[config.mk]
export PLATFORM = sky130hd
export DESIGN_NAME = mips_cpu_muldiv_unit
export DESIGN_NICKNAME = d
export VERILOG_FILES = /design/src/rtl/mips_cpu_muldiv_unit.sv
export SDC_FILE = /design/constraint.sdc
export NUM_CORES = 1
export LEC_CHECK = 0
export ABC_AREA = 1
export CAP_MARGIN = 20
export CORE_UTILIZATION = 45
export DETAILED_ROUTE_END_ITERATION = 8
export PLACE_DENSITY_LB_ADDON = 0.1
export RECOVER_POWER = 25
export SLEW_MARGIN = 15
export SYNTH_ARGS = -nofsm -noshare
export SYNTH_HDL_FRONTEND = slang
export SYNTH_SLANG_ARGS = --single-unit
[constraint.sdc]
create_clock -name clk -period 5.19 [get_ports clk]
set_input_delay 1.557 -clock clk [delete_from_list [all_inputs] [get_ports clk]]
set_output_delay 1.557 -clock clk [all_outputs]
set_load 0.03 [all_outputs]
[src/rtl/mips_cpu_muldiv_unit.sv]
// Iterative MULT/MULTU/DIV/DIVU/MTHI/MTLO sequencer owning the HI/LO registers.
// Optional MIPS_MULDIV_EARLY_TERM_EN ends a multiply once the multiplier is exhausted.
module mips_cpu_muldiv_unit #(
    parameter int WIDTH = 32,
    parameter int CNT_W = 5
) (
    input  logic             clk,
    input  logic             reset,
    input  logic             clk_enable,
    input  logic             start,
    input  logic [2:0]       op,
    input  logic [WIDTH-1:0] rs_data,
    input  logic [WIDTH-1:0] rt_data,
    input  logic             hilo_read,
    output logic             busy,
    output logic             done,
    output logic             stall,
    output logic [WIDTH-1:0] hi,
    output logic [WIDTH-1:0] lo
);

    typedef enum logic [1:0] {IDLE, RUN_MUL, RUN_DIV, FIX} state_t;

    localparam logic [2:0] OP_MULT  = 3'd1;
    localparam logic [2:0] OP_MULTU = 3'd2;
    localparam logic [2:0] OP_DIV   = 3'd3;
    localparam logic [2:0] OP_DIVU  = 3'd4;
    localparam logic [2:0] OP_MTHI  = 3'd5;
    localparam logic [2:0] OP_MTLO  = 3'd6;
    localparam logic [CNT_W-1:0] CNT_LAST = CNT_W'(WIDTH - 1);

    state_t             state;
    logic [2*WIDTH-1:0] acc;
    logic [2*WIDTH-1:0] mcand;
    logic [WIDTH-1:0]   mplier;
    logic [WIDTH-1:0]   rem;
    logic [WIDTH-1:0]   quo;
    logic [WIDTH-1:0]   divisor;
    logic [CNT_W-1:0]   counter;
    logic               neg;
    logic               neg_r;
    logic               is_div;
    logic               div_zero;

    logic               is_signed;
    logic [WIDTH-1:0]   abs_a;
    logic [WIDTH-1:0]   abs_b;
    logic [WIDTH:0]     rem_sh;
    logic               rem_ge;
    logic [WIDTH-1:0]   rem_sub;

    always_comb begin
        is_signed = (op == OP_MULT) || (op == OP_DIV);
        abs_a     = (is_signed && rs_data[WIDTH-1]) ? -rs_data : rs_data;
        abs_b     = (is_signed && rt_data[WIDTH-1]) ? -rt_data : rt_data;
        rem_sh    = {rem, quo[WIDTH-1]};
        rem_ge    = rem_sh >= {1'b0, divisor};
        // Result is below divisor whenever used, so the carry-out can be dropped.
        rem_sub   = rem_sh[WIDTH-1:0] - divisor;
    end

    assign stall = busy && (start || hilo_read);

    always_ff @(posedge clk) begin
        if (reset) begin
            state    <= IDLE;
            acc      <= '0;
            mcand    <= '0;
            mplier   <= '0;
            rem      <= '0;
            quo      <= '0;
            divisor  <= '0;
            counter  <= '0;
            neg      <= 1'b0;
            neg_r    <= 1'b0;
            is_div   <= 1'b0;
            div_zero <= 1'b0;
            busy     <= 1'b0;
            done     <= 1'b0;
            hi       <= '0;
            lo       <= '0;
        end else if (clk_enable) begin
            done <= 1'b0;
            case (state)
                IDLE: begin
                    if (start) begin
                        case (op)
                            OP_MTHI: hi <= rs_data;
                            OP_MTLO: lo <= rs_data;
                            OP_MULT, OP_MULTU: begin
                                neg      <= is_signed && (rs_data[WIDTH-1] ^ rt_data[WIDTH-1]);
                                acc      <= '0;
                                mcand    <= {{WIDTH{1'b0}}, abs_a};
                                mplier   <= abs_b;
                                counter  <= '0;
                                is_div   <= 1'b0;
                                div_zero <= 1'b0;
                                busy     <= 1'b1;
                                state    <= RUN_MUL;
                            end
                            OP_DIV, OP_DIVU: begin
                                neg     <= is_signed && (rs_data[WIDTH-1] ^ rt_data[WIDTH-1]);
                                neg_r   <= is_signed && rs_data[WIDTH-1];
                                divisor <= abs_b;
                                rem     <= '0;
                                counter <= '0;
                                is_div  <= 1'b1;
                                busy    <= 1'b1;
                                // Zero divisor parks the raw dividend in quo for FIX to copy into HI.
                                if (rt_data == '0) begin
                                    div_zero <= 1'b1;
                                    quo      <= rs_data;
                                    state    <= FIX;
                                end else begin
                                    div_zero <= 1'b0;
                                    quo      <= abs_a;
                                    state    <= RUN_DIV;
                                end
                            end
                            default: ;
                        endcase
                    end
                end
                RUN_MUL: begin
                    if (mplier[0]) acc <= acc + mcand;
                    mcand   <= mcand << 1;
                    mplier  <= mplier >> 1;
                    counter <= counter + 1'b1;
`ifdef MIPS_MULDIV_EARLY_TERM_EN
                    if (counter == CNT_LAST || (mplier >> 1) == '0) state <= FIX;
`else
                    if (counter == CNT_LAST) state <= FIX;
`endif
                end
                RUN_DIV: begin
                    rem     <= rem_ge ? rem_sub : rem_sh[WIDTH-1:0];
                    quo     <= {quo[WIDTH-2:0], rem_ge};
                    counter <= counter + 1'b1;
                    if (counter == CNT_LAST) state <= FIX;
                end
                FIX: begin
                    if (div_zero) begin
                        hi <= quo;
                        lo <= '1;
                    end else if (is_div) begin
                        lo <= neg ? -quo : quo;
                        hi <= neg_r ? -rem : rem;
                    end else begin
                        {hi, lo} <= neg ? -acc : acc;
                    end
                    busy  <= 1'b0;
                    done  <= 1'b1;
                    state <= IDLE;
                end
                default: state <= IDLE;
            endcase
        end
    end

endmodule

======== Yosys cells after proc, flatten, opt, wreduce, memory -nomap -nowiden ========
Index checks and enable logic that the tools add are counted.
word-level totals
  register bits after elaboration ......... 333
  input bits .............................. 72
  output and inout bits ................... 67
  word-level logic and storage cells ...... 121
cells by class
  add/sub/neg operators ................... 8
  magnitude comparators ................... 1
  equality and inequality tests ........... 19
  muxes and demuxes ....................... 48
  bitwise gates (word level) .............. 1
  reduce and logical (&&, ||, !) cells .... 28
operators by type and width
  cell                   number
  $mux W32               20
  $mux W64               6
  $pmux W32 S2           5
  $pmux W64 S2           2
  $neg A32 Y32           4
  $add A64 B64 Y64       1
  $neg A64 Y64           1
  $reduce_and A4 Y1      10
  $ge A33 B32 Y1         1
  $logic_not A32 Y1      1
  $sub A32 B32 Y32       1
  $mux W5                2
  $ne A2 B1 Y1 const B   5
  $pmux W5 S2            1
  $reduce_bool A2 Y1     5
  $eq A3 B3 Y1 const B   3
  $eq A3 B2 Y1 const B   2
  $ne A2 B2 Y1 const B   3
  $pmux W1 S2            3
  $pmux W2 S3            1
  $reduce_or A2 Y1       3
  $add A5 B1 Y5 const B  1
  $eq A5 B5 Y1 const B   1
  $mux W1                5
  other kinds (12)       18

======== Logic depth before layout (Yosys ltp) ========
  depth after elaboration ................. 8
  depth in mapped cells ................... 17
  depth with buffers taken out ............ 17

======== Least setup slack after synthesis ========
No wires, ideal clock.
  path type ............................... input-to-output
  start ................................... in start
  end ..................................... out stall
  data arrival time ....................... 1834 ps
  data required time ...................... 3633 ps
  slack ................................... 1799 ps
  stages .................................. 1
  path buffers ............................ 0
  cells stage by stage .................... o21a_1
on the way
  longest elaborated chain between the ends .. 2
ends and longest elaborated chain
  element              RTL line  RTL
  start: declaration   10        input logic start,
  $logic_or A1 B1 Y1   62        assign stall = busy && (start || hilo_read);
  $logic_and A1 B1 Y1  62
  end: declaration     17        output logic stall,
Every way passes these cells.

======== Worst setup path in the final report ========
Ends and elaborated chain as after synthesis.

==> results.cfg <==
[status]
status = finished with violations
violations = capacitance limit, slew limit

[sta]
min_period_over_period_pct = 85.5
slew_violations = 186
fin_worst_skew_ns = 0.0337
finalHoldViolations = 0
worstMarginPinSlew_ns = 1.95
rsz0062_at_grt = no
setup_tns_ns = 0
maxSlewHeadroom_pct = -29.9
timing.fmax_mhz = 225
setup_viol = 0
fin_crit_ns = 4.44

[finish]
fill_cells = 7036
drive_above_1_share_pct = 3.34
syn_to_final_growth_pct = 11.0
final_cell_mix = nand2_1 (1574), inv_1 (650), nor2_1 (589), a21oi_1 (527), nand3_1 (516)
nNetsFinal = 5364
stdcell_count = 6060
num_antenna_cells = 0
post-route-util_pct = 50.6
layout_commonest_cell = nand2_1

[routing]
drt-met1-wl_mm = 51.1
drc = 0
vias_per_cell = 5.53
antenna_left = 0
drt-pass1-iter-count = 6
wl_per_cell_um = 19.5
wirelength_mm = 118
wl_met2_mm = 50.7
route.met3.wl_mm = 9.96
vias = 33500
top_layer = met4
drt_iter0_drc = 4201

[flow_run]
maxCapViolations = 3

[clock_network]
holdBufCountCts = 0
clock_latency_ns = 0.59
cts_made_buffers = 41
clkTransAtPathRegs_ns = 0.06
cts.sinks = 333
cts.repair.resized = 0
cts_tree = yes
cts_setup_buffers = 0
clk_path_buf_depth = 3
htreeDepth = 2
cts_root_buf = clkbuf_16

[pwr]
vdd_drop_max_v = 0.000227
power_density_nw_per_um2 = 235
p_total_uw = 7520
p_leak_uw = 0.0161

[worst_setup_path]
critPathMaxStageDelay_ns = 0.66
rrSetupSlack_ns = 1.73
cpMostUsedCell = clkdlybuf4s50_1
path_class = primary input to primary output
cp-start-kind = primary input
cp-end-kind = primary output
worstPathCellList = clkdlybuf4s50_1, o21a_1, clkdlybuf4s50_1
cp_slowest_cell = clkdlybuf4s50_1
cp.required_ns = 3.63
worstPathArrival_ns = 2.88
path_max_fanout = 3

[floorplanning]
die_h_um = 255
ios = 139
core_um2 = 63100
dieWidth_um = 255
num_rows = 92
die-area_um2 = 65000
initial_core_util_pct = 45.6

[placement]
place.gp.congestion = 1.02
placement.io_buffers = 138
dpl.cell_count = 5987
dp_hpwl_mm = 92.3

[worst_hold_path]
min_path_type = register to register

[global_routing]
grt_overflow_total = 0
antenna_found_initial = 0
grt_pass1_vias = 29700
grtUsageTotal_pct = 35.5
grt_max_degree = 88
grt_pass1_wl_mm = 177

[yosys]
syn_area_um2 = 28800
ys_warn_count = 0
syn_inst = 5165
synth_cell_types = 43
synth_nets = 5345
ys_seq_area_share_pct = 23.2
synth_seq_cells = 333
syn_area_per_cell_um2 = 5.57
==> synth_stat cells (all sizes together) <==
library cell / instances / area, µm²
buf: 81 / 439
o22ai: 19 / 119
and2: 5 / 31.3
o21ai: 319 / 1610
o211ai: 26 / 200
a21oi: 529 / 2660
fa: 2 / 40.0
o31ai: 3 / 22.5
o21bai: 16 / 120
nand4: 33 / 206
clkbuf: 113 / 424
nor4: 2 / 12.5
clkinv: 2 / 7.51
nor3: 36 / 180
a31oi: 16 / 100
xor2: 43 / 377
o21a: 4 / 30.0
or2: 22 / 138
inv: 668 / 2510
nand2: 1584 / 5980
o2111ai: 1 / 8.76
a21o: 3 / 22.5
a22oi: 1 / 7.51
a211oi: 5 / 37.5
nand3b: 38 / 289
nand3: 519 / 2610
dfxtp: 333 / 6670
nor2: 607 / 2360
xnor2: 29 / 254
ha: 106 / 1330
==> per-stage QoR <==
step / cell area (µm²) / setup WS, ns / hold WS [ns]
3_5_place_dp: 30700 / 0.752 / 0.457
5_1_grt: 31900 / 0.687 / 0.485
6_report: 31900 / 0.751 / 0.465
2_1_floorplan: 28800 / 1.80 / 0.443
4_1_cts: 32000 / 0.747 / 0.466
3_3_place_gp: 30700 / 0.767 / 0.453
==> cell families after synthesis <==
kind of cell	count (synthesis)	share of synthesized area [%]
and+or+nand+nor	2846	41.0
buffers and inverters	864	11.7
adders and majority gates	108	4.75
DFF	333	23.2
AOI/OAI and AO/OA	942	17.1
xor gates and xnor gates	72	2.19
==> cell type report <==
class	instances	area, µm²	area share [%]
Multi-Input combinational cell	3968	18800	58.7
Sequential cell	333	6670	20.9
Inverter	670	2510	7.87
Timing Repair Buffer	170	1640	5.14
Clock buffer	61	1170	3.67
Tap cell	846	1060	3.31
Clock inverter	12	125	0.392
==> state kept, by name, indices dropped and copies added, names as in the netlist <==
register / count
done: 1
lo: 32
mcand: 64
quo: 32
divisor: 32
state: 2
div_zero: 1
counter: 5
busy: 1
mplier: 32
rem: 32
hi: 32
neg: 1
acc: 64
is_div: 1
neg_r: 1
==> power breakdown <==
part | internal (µW) | switching [µW] | total [µW]
clock | 1660 | 1240 | 2900
combinational | 562 | 1290 | 1850
sequential | 2670 | 108 | 2780
total | 4890 | 2630 | 7520
==> worst max-delay path, delay by kind of cell <==
kind                   cells  cell delay (ns)
buffers and inverters      2             1.18
AOI/OAI and AO/OA          1             0.15
==> layer usage <==
| layer | vias to the layer above | track usage (%) |
|---|---|---|
| li1 | 16600 | - |
| met1 | 15200 | 48.4 |
| met2 | 1439 | 54.0 |
| met3 | 265 | 5.28 |
| met4 | 0 | 18.2 |
| met5 | - | 0 |
==> worst paths after layout <==
| check | startpoint | endpoint | depth (start not counted) |
|---|---|---|---|
| max | start | stall | 3 |
| min reg2reg | mplier[20] | mplier[20] | 2 |
| max reg2reg | is_div | hi[0] | 8 |
| min | mplier[20] | mplier[20] | 2 |
No activity file was read; power rests on OpenSTA's default activity.
